==> src/rtl/oled_pkg.sv <==
// Shared OLED geometry, RGB565 colour constants and the rectangle descriptor type.
// Build option: RECT_MOTION_EN adds a signed per-slot horizontal velocity (dx).
package oled_pkg;

  localparam int OLED_WIDTH  = 96;
  localparam int OLED_HEIGHT = 64;
  localparam int OLED_PIXELS = 6144;

  localparam logic [15:0] COL_RED   = 16'hF800;
  localparam logic [15:0] COL_GREEN = 16'h07E0;
  localparam logic [15:0] COL_BLACK = 16'h0000;

  typedef struct packed {
    logic        en;
    logic [15:0] colour;
    logic [5:0]  y1;
    logic [6:0]  x1;
    logic [5:0]  y0;
    logic [6:0]  x0;
`ifdef RECT_MOTION_EN
    logic signed [3:0] dx;
`endif
  } rect_t;

endpackage

==> src/rtl/oled_rect_hit.sv <==
// Combinational inclusive-bounds hit test of one rectangle against a pixel.
// Unordered bounds (x0>x1 or y0>y1) can never satisfy both compares, so they never hit.
module oled_rect_hit
  import oled_pkg::*;
(
  input  rect_t      rect,
  input  logic [6:0] x,
  input  logic [5:0] y,
  output logic       hit
);

  assign hit = rect.en
            && (rect.x0 <= x) && (x <= rect.x1)
            && (rect.y0 <= y) && (y <= rect.y1);

endmodule

==> src/rtl/oled_rect_scheduler.sv <==
// Frame-synchronous rectangle compositor: shadow descriptors commit on frame_begin, 2-stage pixel path.
// Build option: RECT_MOTION_EN adds wr_dx and per-commit horizontal motion of unwritten slots.
module oled_rect_scheduler
  import oled_pkg::*;
#(
  parameter  int          NUM_RECT  = 4,
  parameter  logic [15:0] BG_COLOUR = 16'h07E0,
  localparam int          ID_W      = $clog2(NUM_RECT + 1)
) (
  input  logic            clk,
  input  logic            reset,
  input  logic            frame_begin,
  input  logic [12:0]     pixel_index,
  input  logic            wr_valid,
  output logic            wr_ready,
  input  logic [ID_W-1:0] wr_id,
  input  logic [6:0]      wr_x0,
  input  logic [6:0]      wr_x1,
  input  logic [5:0]      wr_y0,
  input  logic [5:0]      wr_y1,
  input  logic [15:0]     wr_colour,
  input  logic            wr_en,
`ifdef RECT_MOTION_EN
  input  logic signed [3:0] wr_dx,
`endif
  output logic [15:0]     pixel_data,
  output logic            commit_pending
);

  rect_t shadow_q    [NUM_RECT];
  rect_t active_q    [NUM_RECT];
  rect_t commit_rect [NUM_RECT];
  rect_t wr_rect;

  logic wr_fire;
  logic wr_in_range;

  // Writes are refused during commits so a descriptor never lands mid-copy.
  assign wr_ready    = !reset && !frame_begin;
  assign wr_fire     = wr_valid && wr_ready;
  assign wr_in_range = (int'(wr_id) < NUM_RECT);

  always_comb begin
    wr_rect        = '0;
    wr_rect.en     = wr_en;
    wr_rect.colour = wr_colour;
    wr_rect.x0     = wr_x0;
    wr_rect.x1     = wr_x1;
    wr_rect.y0     = wr_y0;
    wr_rect.y1     = wr_y1;
`ifdef RECT_MOTION_EN
    wr_rect.dx     = wr_dx;
`endif
  end

`ifdef RECT_MOTION_EN
  logic [NUM_RECT-1:0] written_q;

  // Column advance modulo the panel width; |dx| <= 8 so one correction suffices.
  function automatic logic [6:0] wrap_x(input logic [6:0] x, input logic signed [3:0] dx);
    logic signed [7:0] xs;
    logic signed [7:0] ds;
    logic signed [7:0] s;
    xs = {1'b0, x};
    ds = {{4{dx[3]}}, dx};
    s  = xs + ds;
    if (s < 8'sd0)
      s = s + 8'sd96;
    else if (s > 8'sd95)
      s = s - 8'sd96;
    return s[6:0];
  endfunction

  always_comb begin
    for (int i = 0; i < NUM_RECT; i++) begin
      commit_rect[i] = shadow_q[i];
      if (!written_q[i]) begin
        commit_rect[i]    = active_q[i];
        commit_rect[i].x0 = wrap_x(active_q[i].x0, active_q[i].dx);
        commit_rect[i].x1 = wrap_x(active_q[i].x1, active_q[i].dx);
      end
    end
  end
`else
  always_comb begin
    for (int i = 0; i < NUM_RECT; i++)
      commit_rect[i] = shadow_q[i];
  end
`endif

  always_ff @(posedge clk) begin
    if (reset) begin
      for (int i = 0; i < NUM_RECT; i++) begin
        shadow_q[i] <= '0;
        active_q[i] <= '0;
      end
      commit_pending <= 1'b0;
`ifdef RECT_MOTION_EN
      written_q      <= '0;
`endif
    end else begin
      if (frame_begin) begin
        for (int i = 0; i < NUM_RECT; i++)
          active_q[i] <= commit_rect[i];
        commit_pending <= 1'b0;
`ifdef RECT_MOTION_EN
        written_q      <= '0;
`endif
      end
      // wr_fire excludes frame_begin cycles, so this never races the commit above.
      if (wr_fire && wr_in_range) begin
        for (int i = 0; i < NUM_RECT; i++) begin
          if (wr_id == ID_W'(i)) begin
            shadow_q[i] <= wr_rect;
`ifdef RECT_MOTION_EN
            written_q[i] <= 1'b1;
`endif
          end
        end
        commit_pending <= 1'b1;
      end
    end
  end

  // Stage 1: linear index to (x, y)
  logic [6:0] x_p1;
  logic [5:0] y_p1;
  logic       in_range_p1;

  always_ff @(posedge clk) begin
    if (reset) begin
      x_p1        <= '0;
      y_p1        <= '0;
      in_range_p1 <= 1'b0;
    end else begin
      x_p1        <= 7'(pixel_index % 13'(OLED_WIDTH));
      y_p1        <= 6'(pixel_index / 13'(OLED_WIDTH));
      in_range_p1 <= (pixel_index < 13'(OLED_PIXELS));
    end
  end

  // Stage 2: per-slot hit test against the active bank, lowest id wins
  logic [NUM_RECT-1:0] hit;
  logic [15:0]         sel_colour;

  for (genvar g = 0; g < NUM_RECT; g++) begin : g_hit
    oled_rect_hit u_hit (
      .rect (active_q[g]),
      .x    (x_p1),
      .y    (y_p1),
      .hit  (hit[g])
    );
  end

  always_comb begin
    sel_colour = BG_COLOUR;
    for (int i = NUM_RECT - 1; i >= 0; i--)
      if (hit[i])
        sel_colour = active_q[i].colour;
  end

  always_ff @(posedge clk) begin
    if (reset)
      pixel_data <= BG_COLOUR;
    else
      pixel_data <= in_range_p1 ? sel_colour : BG_COLOUR;
  end

endmodule

==> config.mk <==
export PLATFORM = sky130hd
export DESIGN_NAME = oled_rect_scheduler
export DESIGN_NICKNAME = d
export VERILOG_FILES = /design/src/rtl/oled_pkg.sv /design/src/rtl/oled_rect_hit.sv /design/src/rtl/oled_rect_scheduler.sv
export SDC_FILE = /design/constraint.sdc
export NUM_CORES = 1
export LEC_CHECK = 0
export BUFFER_PORTS_ARGS = -buffer_cell sky130_fd_sc_hd__buf_2
export CAP_MARGIN = 5
export CORE_UTILIZATION = 44
export DETAILED_ROUTE_END_ITERATION = 8
export HOLD_SLACK_MARGIN = 0.06
export PLACE_DENSITY = 0.68
export SETUP_SLACK_MARGIN = 0.3
export SLEW_MARGIN = 10
export SYNTH_ARGS = -nofsm -noshare
export SYNTH_HDL_FRONTEND = slang
export SYNTH_SLANG_ARGS = --single-unit
==> constraint.sdc <==
create_clock -name clk -period 6.5 [get_ports clk]
set_input_delay 1.3 -clock clk [delete_from_list [all_inputs] [get_ports clk]]
set_output_delay 1.3 -clock clk [all_outputs]
set_load 0.01 [all_outputs]
# After elaboration in Yosys (flattened, before gate mapping)
# Memory sizes are Yosys's and may differ from the RTL's.
# Index checks and enable logic that the tools add are counted.
# op_classes
mux	35
reduce_logical	24
magnitude_cmp	18
div	2
eq_ne	3
n_bitwise	9
# ops
operator	n
two-way mux 43 bit	8
two-way mux 16 bit	4
less-or-equal comparator 7 bit	8
less-or-equal comparator 6 bit	8
two-way mux 1 bit	23
logical AND 1 bit	19
divider 13 x 7 -> 13 bit (second input constant)	1
less-than comparator 13 bit (second input constant)	1
modulo 13 x 7 -> 13 bit (second input constant)	1
bitwise OR 1 bit	8
== test 3 x 2 -> 1 bit (second input constant)	2
== test 3 x 1 -> 1 bit (second input constant)	1
logical NOT 3 bit	1
less-than comparator 3 bit (second input constant)	1
logical NOT 1 bit	2
nonzero test 2 bit	1
OR reduction 2 bit	1
NOT 1 bit	1
# word_totals
wordCells	98
ff_bits	31
mem_bits_rw	344
out_inout_bits	18
input_bits	63
memories	2
# mem_list
name	words	width	read_ports	rd_ports_with_merged_regs	wr	line	rtl
active_q	4	43	4	0	4	oled_rect_scheduler.sv:31	rect_t active_q [NUM_RECT];
shadow_q	4	43	4	0	4	oled_rect_scheduler.sv:30	rect_t shadow_q [NUM_RECT];

# Logic depth before layout (Yosys ltp)
# Gate-level depths: netlist (run 1).
# logic_depth
ltp_word	9
mapped_depth	12
ltp_nobuf	10

# Hierarchy
# From an unflattened synthesis (run 1), not the netlist that was laid out.
# hier_totals
cells_unflattened	1334
area_unflattened_um2	17157.7
# modules_own_cells
module	area_each_um2	n_inst	cells_per_inst
oled_rect_scheduler	14540.2	1	978
oled_rect_hit	654.4	4	89

# Worst setup path before layout (run 1)
# No wires, ideal clock.
# synth_timing
kind	in2reg
from	input frame_begin
to	memory active_q[0][0] (netlist name) (enable)
arrival_time_ps	4729
required_time_ps	5975
path_buffers	0
slack_ps	1245
setup_ps	525
stages	2
path_cell_list	nor2_1 -> inv_1
# synth_lines
element	line	rtl
start: declaration	oled_rect_scheduler.sv:12	input logic frame_begin,
end: declaration	oled_rect_scheduler.sv:31	

# Worst setup path in the final report (run 1)
# layout_timing
from	input reset
to	output wr_ready
# layout_between
elab_chain_len	2
# layout_rtl
element	line	rtl
start: declaration	oled_rect_scheduler.sv:11	input logic reset,
logical NOT 1 bit	oled_rect_scheduler.sv:39	assign wr_ready = !reset && !frame_begin;
logical AND 1 bit	oled_rect_scheduler.sv:39	
end: declaration	oled_rect_scheduler.sv:15	output logic wr_ready,
# No other way between the ends.

==> results of run 1 <==
cell usage after synthesis (3+ instances only):
library cell and n:
a211oi_1 5, a21o_1 7, a21oi_1 31, a221oi_1 8, a31oi_1 9, a32o_1 3, a32oi_1 5, and2_1 346
and3_1 5, buf_2 9, buf_6 3, clkbuf_1 41, dfxtp_1 31, edfxtp_1 344, ha_1 104, inv_1 84
mux2i_1 6, nand2_1 35, nand2b_1 5, nand3_1 24, nand4_1 9, nor2_1 34, nor2b_1 24, nor3_1 10
o2111ai_1 3, o211ai_1 7, o21a_1 7, o21ai_0 17, o21bai_1 5, o221ai_1 6, o22a_1 4, o22ai_1 9
o31ai_1 10, or2_2 5, xnor2_1 3
through the flow:
stage	hold slack (ns)	utilization, %
after floorplan	0.418	-
final	0.450	50.7
after global routing	0.473	50.7
after global placement	0.431	47.4
after detailed placement	0.444	47.4
after CTS	0.460	50.6
cell type report:
class,count,share of cell area [%]
inverter,84,1.67
tap,511,3.33
clock buffer,48,5.04
timing repair buffer,92,2.62
sequential,375,57.1
clock inverter,16,1.43
multi-input combinational,777,28.8
worst reg2reg max path: stages, from the launching register on:
cell       delay (ns)
dfxtp_1          0.57
inv_1            0.24
ha_1             0.33
and4_1           0.20
a41oi_1          0.18
o21ai_0          0.20
o2111ai_1        0.46
nand3b_1         0.61
o31ai_1          0.55
registers in the layout, summed over array words and instances, names as in the netlist:
| register | flops |
|---|---|
| active_q | 172 |
| commit_pending | 1 |
| in_range_p1 | 1 |
| pixel_data | 16 |
| shadow_q | 172 |
| x_p1 | 7 |
| y_p1 | 6 |
metal layers:
metal	up-vias	GRT usage (%)	wire length [µm]
met4	4	6.27	974
met5	-	0	20
met3	57	2.41	1420
met1	4749	22.6	14600
met2	191	30.8	17100
li1	4738	-	-
power by group through the flow:
| stage | sequential (mW) | clock, mW | combinational, mW |
|---|---|---|---|
| 2_1_floorplan | 2.88 | 0 | 0.355 |
| 3_3_place_gp | 2.90 | 0 | 0.505 |
| 3_5_place_dp | 2.90 | 0 | 0.521 |
| 4_1_cts | 2.85 | 2.25 | 0.527 |
| 5_1_grt | 2.86 | 2.33 | 0.588 |
| 6_report | 2.85 | 2.20 | 0.523 |
worst max path at each step:
stage,end,slack (ns),cells after the start
floorplan,active_q[0][0]$_SDFFCE_PN0P_,1.25,2
global placement,shadow_q[0][39]$_SDFFCE_PN0P_,2.71,5
detailed placement,shadow_q[0][40]$_SDFFCE_PN0P_,2.60,5
CTS,wr_ready,2.98,3
global route,pixel_data[5]$_SDFF_PP1_,2.88,9
finish,wr_ready,2.96,3
cell families after synthesis:
| kind of cell | Yosys count | share of synthesized area [%] |
|---|---|---|
| compound gates | 153 | 6.44 |
| xor+xnor | 5 | 0.257 |
| fa+ha+maj | 105 | 7.71 |
| buf+inv | 140 | 3.33 |
| flops | 375 | 64.4 |
| mux | 6 | 0.353 |
| simple gates | 508 | 17.6 |
==> results.json, run 1 <==
{
  "status": "finished, final reports clean",
  "hp-class": "reg -> reg",
  "dieHeight_um": 199,
  "yosys_most_used_dff": "edfxtp_1",
  "synth_top_area_share_pct": 60.7,
  "htreeDepth": 2,
  "final_common_cell": "and2_1",
  "hpwl_um": 22300,
  "worstHoldStart": "active_q[0][38]$_SDFFCE_PN0P_",
  "synth_cell_types": 61,
  "cp_data_arrival_time_ns": 2.24,
  "final_cell_mix": "346 x and2_1, 344 x edfxtp_1, 104 x ha_1",
  "worstSetupEndpointType": "output pin",
  "ys_top_cells_by_area": "edfxtp_1 61%, and2_1 13%, ha_1 7.6%, dfxtp_1 3.6%, inv_1 1.9%",
  "drc": 0,
  "routed_via_density": 5.12,
  "ioPinCount": 81,
  "hold_path_end": "pixel_data[12]$_SDFF_PP0_",
  "r2r_start": "x_p1[0]$_SDFF_PP0_",
  "drv_slew": 0,
  "rsz0062_at_grt": "no",
  "cts_resized": 0,
  "antenna_found_initial": 2,
  "pre_cts_ws_ns": 2.60,
  "grt_pass1_vias": 9558,
  "power_density_nw_per_um2": 291,
  "clockPowerShare_pct": 39.5,
  "finalSetupViolCount": 0,
  "relSlewSlack_pct": 22.1,
  "critPathRequiredTime_ns": 5.20,
  "synth_warnings": 0,
  "multi_input_area_um2": 5530,
  "seq_power_share_pct": 51.1,
  "switching_power_mw": 1.25,
  "coreArea_um2": 37800,
  "grt_max_degree": 122,
  "final_cells": 1903,
  "cts_buffers": 37,
  "finClkSkew_ns": 0.0265,
  "grt_use_total_pct": 17.7,
  "final_antenna_net_count": 0,
  "regArea_um2": 11000,
  "r2r_end": "pixel_data[2]$_SDFF_PP0_",
  "core.rowCount": 71,
  "post_cts_buffers": 0,
  "drt_wl_total_um": 34100,
  "cts_root_buffer": "clkbuf_16",
  "totalPowerFinal_mw": 5.57,
  "crit_type": "in -> out",
  "cp_slowest_cell": "nor2_1",
  "switching_share_pct": 22.4,
  "rrSetupSlack_ns": 3.04,
  "peakVddDrop_mv": 0.203,
  "clk_path_buf_depth": 3,
  "drive_gt1_share_pct": 11.5,
  "dieArea_um2": 39500,
  "grt_pass1_wl_um": 52300,
  "min_period_over_period_pct": 54.4,
  "gr-total-overflow": 0,
  "startpoint": "reset",
  "synth_enable_flop_cells": 344,
  "synthCells": 1292,
  "ys_seq_elements": 375,
  "setup_tns_ns": 0,
  "dp_cells": 1838,
  "fill_cells": 3231,
  "crit_path_max_fanout": 22,
  "timing.max_cap.violations": 0,
  "synth_top_cell_by_area": "edfxtp_1",
  "synthArstFlopShare_pct": 0,
  "combPwrFrac_pct": 9.4,
  "cts_tree": "built",
  "dr.pass1.iters": 5,
  "placed_cell_area_um2": 17900,
  "reg2regPathDepth": 8,
  "cts_hold_buf": 0,
  "path_buf_inv": 2,
  "whs_path_depth": 2,
  "finalCriticalPeriod_ns": 3.54,
  "fin_area_um2": 19200,
  "synthesis.nets": 1459,
  "route.detailed.wl_per_inst_um": 17.9,
  "initial_core_util_pct": 45.0,
  "worst_slack_ns": 2.96,
  "hold_viol": 0,
  "antenna_cells": 0,
  "layout.nets": 1534,
  "crit_chain": "buf_2, nor2_1, buf_2",
  "routabilityCongestion": 0.783,
  "port_buffers": 80,
  "critPathMaxStageDelay_ns": 0.40,
  "clk_pin_slew_ns": 0.06,
  "clock_latency_ns": 0.54,
  "tightestPinTransition_ns": 1.17,
  "drt_iter0_drc": 583,
  "fmax_ghz": 0.283,
  "start_kind": "input port",
  "clock_sink_count": 375,
  "ys_seq_area_share_pct": 64.4,
  "crit_family": "buffers and inverters",
  "p_int_mw": 4.33,
  "vias": 9739,
  "fp.dieW_um": 199,
  "netlist_area_um2": 17000,
  "area_growth_pct": 12.7,
  "cellLeakagePower_nw": 7.53,
  "syn_area_per_cell_um2": 13.2,
  "cp_common_cell": "buf_2"
}
No activity file was read; power rests on OpenSTA's default activity.
==> run 2: changes to the inputs <==
--- a/config.mk
+++ b/config.mk
@@ -10,7 +10,7 @@
 export CORE_UTILIZATION = 44
 export DETAILED_ROUTE_END_ITERATION = 8
 export HOLD_SLACK_MARGIN = 0.06
-export PLACE_DENSITY = 0.68
+export PLACE_DENSITY = 0.71
 export SETUP_SLACK_MARGIN = 0.3
 export SLEW_MARGIN = 10
 export SYNTH_ARGS = -nofsm -noshare
==> constraint.sdc (replaced) <==
create_clock -name clk -period 3 [get_ports clk]
set_input_delay 0.6 -clock clk [delete_from_list [all_inputs] [get_ports clk]]
set_output_delay 0.6 -clock clk [all_outputs]
set_load 0.01 [all_outputs]
==> run 2 against run 1 <==
Register-to-register slack worse by 2.6 ns. Critical endpoint is now pixel_data[7]$_SDFF_PP1_. Clock skew down 0.014 ns. Non-clock buffer count increased by 28. Critical path type is now reg -> reg. Via count rose by 1.8%. Largest power group unchanged.
==> results.json, run 2 (synthesized netlist as in run 1, its figures left out) <==
{
  "status": "finished, final reports clean",
  "antenna_cells": 0,
  "coreArea_um2": 37800,
  "finClkSkew_ns": 0.0128,
  "dieHeight_um": 199,
  "dieArea_um2": 39500,
  "cts_root_buffer": "clkbuf_16",
  "tightestPinTransition_ns": 0.679,
  "fmax_ghz": 0.386,
  "finalCriticalPeriod_ns": 2.59,
  "min_period_over_period_pct": 86.3,
  "worst_hold_slack_ns": 0.311,
  "vias": 9915,
  "layout.nets": 1564,
  "hp-class": "in -> reg",
  "path_buf_inv": 2,
  "worst_slack_ns": 0.411,
  "final_cell_mix": "346 x and2_1, 344 x edfxtp_1, 104 x ha_1",
  "dp_cells": 1864,
  "routed_via_density": 5.12,
  "cp_data_arrival_time_ns": 3.01,
  "grt_pass1_wl_um": 57400,
  "final_common_cell": "and2_1",
  "crit_chain": "buf_4, ha_1, nor2b_1, o21a_1, o21a_1, o21ai_0, a21oi_1, or3_1, buf_12, mux2i_1, a21oi_1",
  "ioPinCount": 81,
  "relSlewSlack_pct": 54.7,
  "route.detailed.wl_per_inst_um": 19.5,
  "drt_iter0_drc": 694,
  "drt_wl_total_um": 37700,
  "grt_pass1_vias": 9791,
  "clock_latency_ns": 0.54,
  "cp_slowest_cell": "or3_1",
  "grt_use_total_pct": 19.6,
  "final_antenna_net_count": 0,
  "top_regs": "active_q: 172 flops, shadow_q: 172 flops, pixel_data: 16 flops",
  "crit_path_max_fanout": 16,
  "hpwl_um": 24700,
  "peakVddDrop_mv": 0.356,
  "start_kind": "register",
  "antenna_found_initial": 1,
  "htreeDepth": 2,
  "clk_pin_slew_ns": 0.06,
  "clk_path_buf_depth": 3,
  "drc": 0,
  "fp.dieW_um": 199,
  "port_buffers": 80,
  "routabilityCongestion": 0.910,
  "power_density_nw_per_um2": 628,
  "hold_viol": 0,
  "drive_gt1_share_pct": 15.1,
  "cts_tree": "built",
  "critPathRequiredTime_ns": 3.42,
  "core.rowCount": 71,
  "gr-total-overflow": 0,
  "crit_family": "compound AO/OA/AOI/OAI gates",
  "cts_buffers": 39,
  "final_cells": 1937,
  "finalSetupViolCount": 0,
  "area_growth_pct": 15.8,
  "fin_area_um2": 19700,
  "critPathMaxStageDelay_ns": 0.41,
  "drv_slew": 0,
  "grt_max_degree": 59,
  "clock_sink_count": 375,
  "cts_hold_buf": 0,
  "initial_core_util_pct": 45.0,
  "timing.max_cap.violations": 0,
  "rsz0062_at_grt": "no",
  "placed_cell_area_um2": 18300,
  "worstSetupEndpointType": "register",
  "cellLeakagePower_nw": 7.77,
  "dr.pass1.iters": 5,
  "pre_cts_ws_ns": 0.00287,
  "crit_type": "reg -> reg"
}
## run 2: metrics by stage
step	TNS, ns	util, %	total power, mW
floorplan	-125.27	-	7.00
global placement	0	48.3	7.47
global route	0	52.0	12.8
detailed placement	0	48.3	7.49
finish	0	52.0	12.4
CTS	0	51.9	12.4
## run 2: area by class of cell
cell class	count	area, µm²
inverters	84	319
multi-input cells	777	5590
clock inverters	16	219
clock buffers	54	1090
repair buffers	120	871
well taps	511	639
fillers	3217	18100
flip-flops and latches	375	11000
## run 2: metal layers
| layer | vias up | global-route usage [%] | share of wire (%) |
|---|---|---|---|
| met1 | 4854 | 27.0 | 45 |
| li1 | 4803 | - | - |
| met4 | 0 | 6.01 | 2.4 |
| met3 | 58 | 2.71 | 4.3 |
| met2 | 200 | 32.3 | 48 |
| met5 | - | 0 | 0 |
## run 2: worst paths after layout
kind         cells past startpoint                        to                          start  slack, ns
max                             11  pixel_data[7]$_SDFF_PP1_             x_p1[1]$_SDFF_PP0_       0.41
max reg2reg                     11  pixel_data[7]$_SDFF_PP1_             x_p1[1]$_SDFF_PP0_       0.41
min reg2reg                      2  pixel_data[2]$_SDFF_PP0_  active_q[0][28]$_SDFFCE_PN0P_       0.46
min                              2        x_p1[3]$_SDFF_PP0_                 pixel_index[3]       0.31
## run 2: repair_timing
| item | 4_1_cts | 5_1_grt |
|---|---|---|
| pin swaps | 1 | 3 |
| endpoints found under the setup margin | 16 | 16 |
| resized for setup | 12 | 17 |
| setup buffers | 1 | 2 |
## run 2: where the power goes
part | internal [mW] | total (mW) | switching [mW]
Combinational | 0.523 | 1.27 | 0.745
Sequential | 6.05 | 6.18 | 0.132
Clock | 2.99 | 4.92 | 1.94
==> run 3: changes to the inputs <==
--- a/config.mk
+++ b/config.mk
@@ -7,10 +7,12 @@
 export LEC_CHECK = 0
 export BUFFER_PORTS_ARGS = -buffer_cell sky130_fd_sc_hd__buf_2
 export CAP_MARGIN = 5
-export CORE_UTILIZATION = 44
+export CELL_PAD_IN_SITES_DETAIL_PLACEMENT = 1
+export CELL_PAD_IN_SITES_GLOBAL_PLACEMENT = 2
+export CORE_UTILIZATION = 39
 export DETAILED_ROUTE_END_ITERATION = 8
 export HOLD_SLACK_MARGIN = 0.06
-export PLACE_DENSITY = 0.71
+export PLACE_DENSITY = 0.83
 export SETUP_SLACK_MARGIN = 0.3
 export SLEW_MARGIN = 10
 export SYNTH_ARGS = -nofsm -noshare
==> run 3 against run 2 <==
Wire length is 13% higher. Total power is 5.5% higher. First-iteration DRC count fell by 19%. Maximum frequency is 2.4% lower. Global-route usage down 0.43 points. Clock power increased by 12%. Non-clock buffer count grew 2. Sequential cell count unchanged. Sequential share of layout area decreased by 1.1 points. Combinational power grew 6%. Cell area up 2.3%. Final cell count is 4.2% higher.
==> results.json, run 3 (synthesized netlist as in run 1, its figures left out) <==
{
  "clk_pin_slew_ns": 0.06,
  "crit_type": "reg -> reg",
  "initial_core_util_pct": 39.5,
  "drt_wl_total_um": 42700,
  "clock_latency_ns": 0.55,
  "cellLeakagePower_nw": 7.88,
  "gr-total-overflow": 0,
  "crit_path_max_fanout": 5,
  "status": "finished, final reports clean",
  "worst_slack_ns": 0.347,
  "final_antenna_net_count": 0,
  "gr-usage-met2_pct": 34.1,
  "drive_gt1_share_pct": 17.5,
  "critPathRequiredTime_ns": 3.45,
  "drv_slew": 0,
  "vias": 10203,
  "htreeDepth": 2,
  "dp_cells": 1927,
  "dieArea_um2": 44500,
  "grt_use_met3_pct": 3.12,
  "power_density_nw_per_um2": 648,
  "final_cells": 2018,
  "cts_hold_buf": 0,
  "peakVddDrop_mv": 0.451,
  "worstSetupEndpointType": "register",
  "fmax_ghz": 0.377,
  "layout.nets": 1568,
  "coreArea_um2": 43100,
  "finalSetupViolCount": 0,
  "grt_pass1_vias": 11007,
  "use_met1_pct": 24.5,
  "regArea_um2": 11000,
  "cts_buffers": 41,
  "dr.pass1.iters": 5,
  "hpwl_um": 26700,
  "top_usage_layer": "met2",
  "hp-class": "in -> reg",
  "cts_root_buffer": "clkbuf_16",
  "setup_tns_ns": 0,
  "grt_pass1_wl_um": 64000,
  "final_common_cell": "and2_1",
  "top_regs": "active_q: 172 flops, shadow_q: 172 flops, pixel_data: 16 flops",
  "relSlewSlack_pct": 47.9,
  "fp.dieW_um": 211,
  "core.rowCount": 76,
  "tightestPinTransition_ns": 0.781,
  "drc": 0,
  "pre_cts_ws_ns": -0.0861,
  "cp_data_arrival_time_ns": 3.10,
  "port_buffers": 80,
  "final_cell_mix": "345 x and2_1, 344 x edfxtp_1, 102 x ha_1",
  "timing.max_cap.violations": 0,
  "finalCriticalPeriod_ns": 2.65,
  "totalPowerFinal_mw": 13.1,
  "multi_input_area_um2": 5730,
  "worst_hold_slack_ns": 0.288,
  "grt_use_total_pct": 19.2,
  "clk_path_buf_depth": 3,
  "antenna_cells": 0,
  "drt_iter0_drc": 564,
  "routed_via_density": 5.06,
  "clock_sink_count": 375,
  "rsz0062_at_grt": "no",
  "min_period_over_period_pct": 88.4,
  "ioPinCount": 81,
  "dieHeight_um": 211,
  "hold_viol": 0,
  "finClkSkew_ns": 0.0262,
  "route.detailed.wl_per_inst_um": 21.1,
  "fill_cells": 4336,
  "start_kind": "register",
  "cts_tree": "built",
  "area_growth_pct": 18.4,
  "antenna_found_initial": 4,
  "routabilityCongestion": 0.829,
  "grt_max_degree": 173
}
[run 3: cell count changes in the layout (fill, tap and decap cells not counted), sizes merged]
| cell | change |
|---|---|
| inv | -2 |
| buf | +1 |
| clkinvlp | +2 |
| clkbuf | -3 |
| bufinv | +5 |
| clkinv | +4 |
[run 3: layer usage]
layer	wire [µm]	vias up
met2	21500	168
li1	-	4813
met5	40	-
met1	18700	5161
met4	661	6
met3	1710	55
[run 3: where the power goes]
group | internal [mW] | leakage [nW] | switching (mW)
registers | 6.05 | 3.79 | 0.135
clock network | 3.44 | 0.714 | 2.08
logic | 0.545 | 3.37 | 0.803
total | 10.0 | 7.88 | 3.02
[run 3: layout make-up]
type                            count  area share (%)
Sequential cell                   375            54.5
Multi-Input combinational cell    777            28.4
Clock buffer                       50            5.41
Timing Repair Buffer              122            4.48
Tap cell                          585            3.63
Clock inverter                     25            1.86
Inverter                           84            1.66
[run 3: final timing paths]
path,start,endpoint,slack [ns],cells after the start
worst max register to register,x_p1[1]$_SDFF_PP0_,pixel_data[5]$_SDFF_PP1_,0.35,12
worst min-delay path,pixel_index[4],x_p1[4]$_SDFF_PP0_,0.29,2
worst max-delay path,x_p1[1]$_SDFF_PP0_,pixel_data[5]$_SDFF_PP1_,0.35,12
worst min register to register,active_q[0][38]$_SDFFCE_PN0P_,pixel_data[12]$_SDFF_PP0_,0.45,2
[run 3: worst max-delay path, stage by stage (launching register included)]
cell,delay (ns)
dfxtp_2,0.33
buf_4,0.16
ha_1,0.29
nor2b_1,0.15
o21ai_0,0.23
nand2b_1,0.13
a31oi_1,0.23
o2111ai_2,0.19
buf_4,0.19
nand3b_1,0.25
buf_6,0.16
inv_6,0.04
a32oi_1,0.21
[run 3: per-stage QoR]
stage	instance area [µm²]	util, %
floorplan	17000	-
global placement	18300	42.4
detailed placement	18300	42.4
CTS	19800	45.9
global route	20100	46.8
finish	20100	46.8
[run 3: repair_timing]
item	4_1_cts	5_1_grt
setup buffers	2	14
endpoints found under the hold margin	0	0
gates resized for setup	24	56
pin swaps	2	16
setup endpoints to repair	16	16
